[src/rtl/xor_cipher_pkg.sv]
// Shared definitions for the XOR cipher blocks: keystream FSM states, default widths,
// and the Galois LFSR step function that both encrypt and decrypt sides use.
package xor_cipher_pkg;

  localparam int KS_WIDTH   = 8;
  localparam int HB_WIDTH   = 4;
  localparam int LFSR_MAX_W = 32;

  typedef enum logic [1:0] {
    IDLE  = 2'd0,
    RUN   = 2'd1,
    FAULT = 2'd2
  } ks_state_t;

  // Vectors are zero-extended to LFSR_MAX_W, so callers of any narrower width
  // can truncate the result without losing tap feedback.
  function automatic logic [LFSR_MAX_W-1:0] galois_step(
    input logic [LFSR_MAX_W-1:0] lfsr,
    input logic [LFSR_MAX_W-1:0] taps
  );
    galois_step = (lfsr >> 1) ^ (lfsr[0] ? taps : '0);
  endfunction

endpackage

[src/rtl/xor_heartbeat.sv]
// Free-running liveness counter; the heartbeat is the counter MSB.
module xor_heartbeat #(
  parameter int HB_DIV = 4
) (
  input  logic clk,
  input  logic rst,
  output logic heartbeat
);

  logic [HB_DIV-1:0] hb_cnt;

  always_ff @(posedge clk or posedge rst) begin
    if (rst) hb_cnt <= '0;
    else     hb_cnt <= hb_cnt + HB_DIV'(1);
  end

  assign heartbeat = hb_cnt[HB_DIV-1];

endmodule

[src/rtl/xor_keystream_gen.sv]
// Keystream source for the XOR cipher: serially configured Galois LFSR whose output
// bit is offered over valid/ready, with all-zero lock-up detection and a heartbeat.
module xor_keystream_gen
  import xor_cipher_pkg::*;
#(
  parameter int WIDTH  = KS_WIDTH,
  parameter int HB_DIV = HB_WIDTH
) (
  input  logic clk,
  input  logic rst,
  input  logic cfg_en,
  input  logic cfg_i,
  output logic cfg_o,
  input  logic start,
  input  logic ks_ready,
  output logic ks_valid,
  output logic ks_bit,
  output logic locked_zero,
  output logic heartbeat
);

  logic [2*WIDTH-1:0] cfg_reg;
  logic [WIDTH-1:0]   taps;
  logic [WIDTH-1:0]   seed;
  logic [WIDTH-1:0]   lfsr;
  logic [WIDTH-1:0]   nxt;
  ks_state_t          state;

  assign taps = cfg_reg[2*WIDTH-1:WIDTH];
  assign seed = cfg_reg[WIDTH-1:0];
  assign nxt  = WIDTH'(galois_step(LFSR_MAX_W'(lfsr), LFSR_MAX_W'(taps)));

  always_ff @(posedge clk or posedge rst) begin
    if (rst)         cfg_reg <= '0;
    else if (cfg_en) cfg_reg <= {cfg_reg[2*WIDTH-2:0], cfg_i};
  end

  assign cfg_o  = cfg_reg[2*WIDTH-1];
  assign ks_bit = lfsr[0];

  // Any config activity aborts generation, so a transfer in flight that cycle is dropped.
  always_ff @(posedge clk or posedge rst) begin
    if (rst) begin
      lfsr        <= '0;
      state       <= IDLE;
      ks_valid    <= 1'b0;
      locked_zero <= 1'b0;
    end else if (cfg_en) begin
      state       <= IDLE;
      ks_valid    <= 1'b0;
      locked_zero <= 1'b0;
    end else begin
      case (state)
        IDLE: begin
          if (start) begin
            if (seed != '0) begin
              lfsr     <= seed;
              state    <= RUN;
              ks_valid <= 1'b1;
            end else begin
              state       <= FAULT;
              locked_zero <= 1'b1;
            end
          end
        end
        RUN: begin
          if (ks_valid && ks_ready) begin
            if (nxt == '0) begin
              lfsr        <= '0;
              state       <= FAULT;
              ks_valid    <= 1'b0;
              locked_zero <= 1'b1;
            end else begin
              lfsr <= nxt;
            end
          end
        end
        FAULT: begin
          ks_valid    <= 1'b0;
          locked_zero <= 1'b1;
        end
        default: begin
          state    <= IDLE;
          ks_valid <= 1'b0;
        end
      endcase
    end
  end

  xor_heartbeat #(.HB_DIV(HB_DIV)) u_heartbeat (
    .clk       (clk),
    .rst       (rst),
    .heartbeat (heartbeat)
  );

endmodule

[config.mk]
export PLATFORM = sky130hd
export DESIGN_NAME = xor_keystream_gen
export DESIGN_NICKNAME = d
export VERILOG_FILES = /design/src/rtl/xor_cipher_pkg.sv /design/src/rtl/xor_heartbeat.sv /design/src/rtl/xor_keystream_gen.sv
export SDC_FILE = /design/constraint.sdc
export NUM_CORES = 1
export LEC_CHECK = 0
export CAP_MARGIN = 0
export CORE_AREA = 2 2 86 55
export CTS_CLUSTER_SIZE = 14
export DETAILED_ROUTE_END_ITERATION = 7
export DIE_AREA = 0 0 88 57
export PLACE_DENSITY = 0.67
export SYNTH_ARGS = -nofsm -noshare
export SYNTH_HDL_FRONTEND = slang
export SYNTH_HIERARCHICAL = 1
export SYNTH_SLANG_ARGS = --single-unit
[constraint.sdc]
create_clock -name clk -period 2.05 [get_ports clk]
set_clock_uncertainty 0.1 [all_clocks]
set_input_delay 0.41 -clock clk [delete_from_list [all_inputs] [get_ports clk]]
set_output_delay 0.41 -clock clk [all_outputs]
set_load 0.05 [all_outputs]
# Word-level counts from Yosys, hierarchy flattened
# Index checks and enable logic that the tools add are counted.
op_classes:
  addsub: 1
  eq_ne: 11
  muxes: 24
  bitwise: 2
  reduce_logical: 10
op_table:
  columns: ["operator", "count"]
  rows:
  - ["two-way mux 8 bit", 5]
  - ["one-hot mux 8 bit (2 select lines)", 1]
  - ["!= test 3 bit, second input constant", 5]
  - ["two-way mux 1 bit", 10]
  - ["two-way mux 2 bit", 5]
  - ["AND reduction 5 bit", 2]
  - ["zero test 8 bit", 1]
  - ["!= test 2 bit, second input constant", 4]
  - ["AND reduction 4 bit", 2]
  - ["nonzero test 8 bit", 1]
  - ["bitwise XOR 7 x 8 -> 8 bit", 1]
  - ["one-hot mux 2 bit (3 select lines)", 1]
  - ["adder 4 x 1 -> 4 bit, second input constant", 1]
  - ["nonzero test 4 bit", 1]
  - ["one-hot mux 1 bit (3 select lines)", 1]
  - ["== test 2 x 1 -> 1 bit, second input constant", 1]
  - ["== test 2 bit, second input constant", 1]
  - ["zero test 2 bit", 1]
  - ["one-hot mux 1 bit (2 select lines)", 1]
  - ["nonzero test 2 bit", 1]
  - ["logical AND 1 bit", 1]
  - ["NOT 1 bit", 1]
totals:
  register_bits: 32
  inputBits: 6
  word_cells: 54

# Depth between registers and ports, before layout
depth:
  ltp_word: 7
  depth_mapped: 7

# Hierarchy
# The synthesis kept the hierarchy.
modules_own_cells:
  columns: ["mod", "instances", "cells_per_inst", "area_each_um2"]
  rows:
  - ["xor_keystream_gen", 1, 145, 1481.4]
  - ["xor_heartbeat", 1, 10, 142.6]

# Least setup slack after synthesis
# No wires, ideal clock.
synth_path:
  path_type: "register to register"
  start: "register lfsr[0]"
  end: "register ks_valid"
  setup_time_ps: 123
  t_arrival_ps: 1665
  required_time_ps: 1827
  setup_slack_ps: 162
  stages_incl_launch_ff: 7
  n_path_buf: 1
  synth_period_minus_slack_ps: 1888
  cell_sequence: "dfrtp_1 > buf_2 > nand2_1 > mux2_2 > o22ai_1 > nand3_1 > o221a_2"
synth_via:
  elab_chain_len: 5
synth_lines:
  columns: ["element", "line_no", "rtl"]
  rows:
  - ["start, declared", "xor_keystream_gen.sv:25", "logic [WIDTH-1:0] lfsr;"]
  - ["start signal, assigned", "xor_keystream_gen.sv:74", "lfsr <= nxt;"]
  - ["two-way mux 8 bit", "xor_cipher_pkg.sv:21", "galois_step = (lfsr >> 1) ^ (lfsr[0] ? taps : '0);"]
  - ["bitwise XOR 7 x 8 -> 8 bit", "xor_cipher_pkg.sv:21", null]
  - ["zero test 8 bit", "xor_keystream_gen.sv:68", "if (nxt == '0) begin"]
  - ["!= test 3 bit (no source line)", null, null]
  - ["AND reduction 4 bit (no source line)", null, null]
  - ["end signal, assigned", "xor_keystream_gen.sv:71", "ks_valid <= 1'b0;"]
  - ["end signal, assigned", "xor_keystream_gen.sv:79", "ks_valid <= 1'b0;"]
  - ["end signal, assigned", "xor_keystream_gen.sv:84", "ks_valid <= 1'b0;"]
  - ["end, declared", "xor_keystream_gen.sv:16", "output logic ks_valid,"]
# No other way between the ends.
# A chain may end at the register's enable or synchronous reset.

# Worst setup path in the final report
layout_path:
  start: "register ks_valid"
  end: "output ks_valid"
layout_lines:
  columns: ["element", "line_no", "rtl"]
  rows:
  - ["start signal, assigned", "xor_keystream_gen.sv:46", "ks_valid <= 1'b0;"]
  - ["start signal, assigned", "xor_keystream_gen.sv:50", "ks_valid <= 1'b0;"]
  - ["start signal, assigned", "xor_keystream_gen.sv:59", "ks_valid <= 1'b1;"]
# No word-level cell between the ends.

==> metrics.txt <==
count of state elements after synthesis=32; worst-path fanout max=3; most frequent cells in the layout=32 x dfrtp_1, 17 x mux2_2, 17 x nand2_1; CP delay by family, top=buffers and inverters; GRT overflow=0; register area share after synthesis=about half; Max Transition Viols Final=0; cts bufs inserted=5; Largest register FFs=16; Worst path slowest cell=clkdlybuf4s50_1; clock-pin transition on the worst setup and hold timing paths=0.07 ns; Clock Tree Buf Depth=2; Synth area leader=dfrtp_1; Post-Syn Instances=155; Req. time, crit path=1.54 ns; Max-slew headroom=62.98%; # resized after CTS=0; drt total wl=3246 um; Setup Fix Bufs, Post-CTS=0; Die Ht=around 57 um; power share of the clock group=between 20% and 30%; worst path buffer plus inverter count=1; TritonCTS clock tree=built; cell area after synthesis=1624 um^2; CP arrival=around 1.5 ns; Setup Total Neg Slack=0 ns; first-pass GRT wire length=5595 um; RSZ-0062 raised after global routing=no; Mean Syn Cell Area=10.48 um^2; share of cells above drive strength 1=a little over a fifth; largest net degree at the start of global routing=29; status=completed; Inserted Diodes=0; CP cell instances=clkdlybuf4s50_1; combinational power share=33.4%; Worst Path Class, Setup=reg2out; Worst setup EP type=output port; # hold bufs at CTS=0; total number of vias=about 1,200; router iterations before antenna repair=4; Die X-Extent=88 um; Starting Density=37.74%; initial antenna violation count=0; ranking of synthesized cells by area=dfrtp_1 49%, mux2_2 12%, nand2_1 3.9%, xor2_1 3.8%, o21ai_0 3.7%; Site Rows=19; commonest non-fill, non-tap cell in the layout=dfrtp_1; endpoints failing setup=0; top cell type's share of synthesized area=between 40% and 50%; DRT iter0 DRCs=66; Setup WS pre-CTS=around 0.040 ns; H-Tree Depth=2; Seq pwr share=46.1%; min Tclk post-route=1.980 ns; power per cell area=about 1300 nW/um^2; final critical-path setup slack=0.07014 ns; drt wl/cell=13.87 um; Max IR drop VDD=slightly above 600 uV; Switch Pwr=about 920 uW; global placement routability congestion=0.8316; HPWL after detailed placement=2308 um; Hold Crit Class=in2async; vias in the first global route=~1,200; Port Buffers=10; root buf cell=clkbuf_8; startpoint type of the worst setup path=register; max cap viols=0; Worst Max-Slew Pin Slew=0.5554 ns; CTS Sinks=32; clk_lat worst skew=a little under 0.3 ns; internal power=1516 uW; Lkg Pwr=between 0.0008 and 0.0009 uW; Vias/cell=5.004; Final period util=96.58%; Std-Cell Core Area=between 4000 and 5000 um^2; slowest stage delay, CP=just over 0.8 ns; area grow syn2layout=16.95%; die footprint=5016 um^2; num ports=11; drt drc=0; post-route ant nets=0; fillers=408; synth unique cells=30; syn_nets=162; Syn. warnings=6; Final Hold Fails=0; nets=177; sw frac=37.88%; Fmax=between 0.5 and 0.6 GHz; Total GRT Usage=14.72%
[through the flow]
| step | area, um^2 | std cells | hold slack, ns | power (uW) | util (%) |
|---|---|---|---|---|---|
| 6_report | 1899 | 234 | 0.2408 | 2441 | 44.14 |
| 4_1_cts | 1899 | 234 | 0.2418 | 2455 | 44.14 |
| 5_1_grt | 1899 | 234 | 0.2675 | 2622 | 44.14 |
| 3_3_place_gp | 1809 | 226 | 0.3335 | 1899 | 42.05 |
| 3_5_place_dp | 1809 | 226 | 0.3460 | 1943 | 42.05 |
| 2_1_floorplan | 1624 | 155 | 0.07608 | 1677 | - |
[worst reg2reg max path, cell delays in order (launching register included)]
cell and delay (ns):
dfrtp_1 0.42, nor4_2 0.28, nand2_1 0.19, a41oi_4 0.38
buf_4 0.21, o21ai_0 0.10
[final timing paths]
check                                 startpoint                    end  slack [ns]  cells past startpoint
setup / recovery                        ks_valid               ks_valid        0.07                      1
hold / removal                               rst  u_heartbeat/hb_cnt[0]        0.24                      2
setup reg to reg                      cfg_reg[3]                lfsr[4]        0.24                      5
hold reg to reg            u_heartbeat/hb_cnt[0]  u_heartbeat/hb_cnt[0]        0.35                      1
max in group asynchronous                    rst               state[0]        1.15                      3
min in group clk           u_heartbeat/hb_cnt[0]  u_heartbeat/hb_cnt[0]        0.35                      1
[synthesized netlist by cell type]
master and instances:
a21oi_1 9, a22o_1 1, a22oi_1 3, a31o_1 1
a31oi_1 1, a41oi_4 1, and3_1 1, and4bb_2 3
buf_2 4, buf_6 1, clkbuf_1 2, dfrtp_1 32
ha_1 1, inv_1 6, mux2_2 17, nand2_1 17
nand2b_1 1, nand3_1 4, nand4_1 3, nor2_1 15
nor3_1 2, nor4_2 2, o21a_1 1, o21ai_0 12
o21ai_1 1, o221a_2 1, o22a_1 1, o22ai_1 1
xnor2_1 4, xor2_1 7
[cells by family (layout without fill, tap and decap cells)]
kind of cell / count (synthesis) / after routing / share of synthesized area, %
flops: 32 / 32 / 49.31
buf+inv: 13 / 29 / 3.775
xor+xnor: 11 / 11 / 5.932
simple gates: 48 / 48 / 15.02
fa+ha+maj: 1 / 1 / 0.7703
compound gates: 33 / 33 / 13.41
mux: 17 / 17 / 11.79
[power by group through the flow]
stage / Clock (uW) / Sequential [uW] / Combinational (uW)
floorplan: 0 / 1100 / 581
global placement: 0 / 1110 / 788
detailed placement: 0 / 1130 / 811
CTS: 516 / 1120 / 816
global route: 544 / 1170 / 910
finish: 501 / 1130 / 814
[cell type report]
type	instances	area [um^2]	share of cell area, %
clock buffers	8	90.09	4.743
inverters	6	22.52	1.186
multi-input cells	110	762.0	40.12
flip-flops and latches	32	800.8	42.16
well taps	63	78.83	4.150
repair buffers	15	145.1	7.642
[metal layers]
layer / vias up / share of wire, % / track usage (%)
met1: 567 / 53 / 21.92
met2: 24 / 42 / 18.94
met5: - / 0 / 0
met4: 0 / 1.2 / 4.835
li1: 574 / - / -
met3: 6 / 4.1 / 6.512
Power figures use the tool's default switching activity.
==> variant, RTL diff (same settings) <==
The package constant `KS_WIDTH` goes from 8 to 12.
--- a/src/rtl/xor_cipher_pkg.sv
+++ b/src/rtl/xor_cipher_pkg.sv
@@ -3,5 +3,5 @@
 package xor_cipher_pkg;
 
-  localparam int KS_WIDTH   = 8;
+  localparam int KS_WIDTH   = 12;
   localparam int HB_WIDTH   = 4;
   localparam int LFSR_MAX_W = 32;
Function: no difference found for any inputs over 10 cycles, from zero or initial values and one cycle with rst high; that may be too few to reach the edited logic, so the function may still have changed.
==> variant against the unedited design <==
Worst setup slack worse by 0.0096 ns; first-iteration DRC count rose by 39%; sequential cell count is 12 higher; sequential power rose by 41%; critical path type unchanged; cell area grew 36%; total power increased by 40%; clock power rose by 35%; area after synthesis rose by 41%; highest routed layer unchanged; largest cell class unchanged; wire length is 40% higher.
==> variant: results (changes against the unedited design) <==
- Outcome: finished clean
- Largest net degree at the start of global routing: 41 (+41%)
- 1st-iter DRT viols: 92 (+39%)
- M1 WL: 2160 um (+26%)
- Post-Syn Nets: 225 (+39%)
- DP Worst Slack: 0.0791 ns (+0.0386 ns)
- Library cells used by synthesis: 41 (+37%)
- Top area cells in the synthesized netlist: dfrtp_1 (48%), mux2_2 (12%), nand2_1 (5.4%), xor2_1 (5.3%), o21ai_0 (3.7%)
- Setup crit start: u_heartbeat/hb_cnt[3]$_DFF_PP0_
- Synth Area in XOR/XNOR: 6.49% (+0.56 points)
- Layout Cells excl Fill: 294 (+26%)
- Achievable Freq: 503 MHz (-0.48%)
- Drt wl/cell: 15.5 um (+11%)
- Met2 WL: 2080 um (+53%)
- Largest register FFs: 24 (+8)
- Post-synthesis mux area share: 11.8% (about the same)
- Most frequent cells after synthesis: dfrtp_1 (44), nand2_1 (33), mux2_2 (24)
- Crit-path max FO: 2 (-1)
- Share of layout cells above drive strength 1: 22.5% (+0.87 points)
- Post-DP HPWL: 3380 um (+46%)
- Final Cell Area: 0.00258 mm2 (+36%)
- Post-Synth Adder-Cell Area: 0.545% (-0.23 points)
- Worst hold slack: 0.212 ns (-0.0287 ns)
- Mapped Avg Cell Area: 10.5 um2 (+0.46%)
- Critical path endpoint: heartbeat
- Compound-Gate Fraction of Synth Area: 14.3% (+0.88 points)
- Via/cell ratio: 5.74 (+15%)
- P_sw: 1320 uW (+42%)
- Gpl congestion: 0.881 (+6.0%)
- Register area share after synthesis: 48.0% (-1.3 points)
- Post-DP Area: 0.00247 mm2 (+36%)
- Vias in the first global route: 1,586 (+38%)
- Slew headroom: 66.0% (+3.1 points)
-- variant: layout make-up --
class / count / share of cell area (%)
clock buffer: 5 / 2.66
clock inverter: 3 / 1.79
inverter: 5 / 0.726
multi-input combinational: 157 / 42.6
sequential: 44 / 42.6
tap: 63 / 3.05
timing repair buffer: 17 / 6.59
-- variant: layer usage --
layer  vias up  GRT usage, %
li1        798             -
met2        36          28.7
met5         -             0
met1       842          31.7
met4         0          6.81
met3        12          5.21
-- variant: power by group through the flow --
stage | clock network [uW] | registers, uW | logic, uW
floorplan | 0 | 1520 | 880
global placement | 0 | 1580 | 1110
detailed placement | 0 | 1600 | 1160
CTS | 694 | 1580 | 1170
global route | 737 | 1650 | 1290
finish | 678 | 1590 | 1160
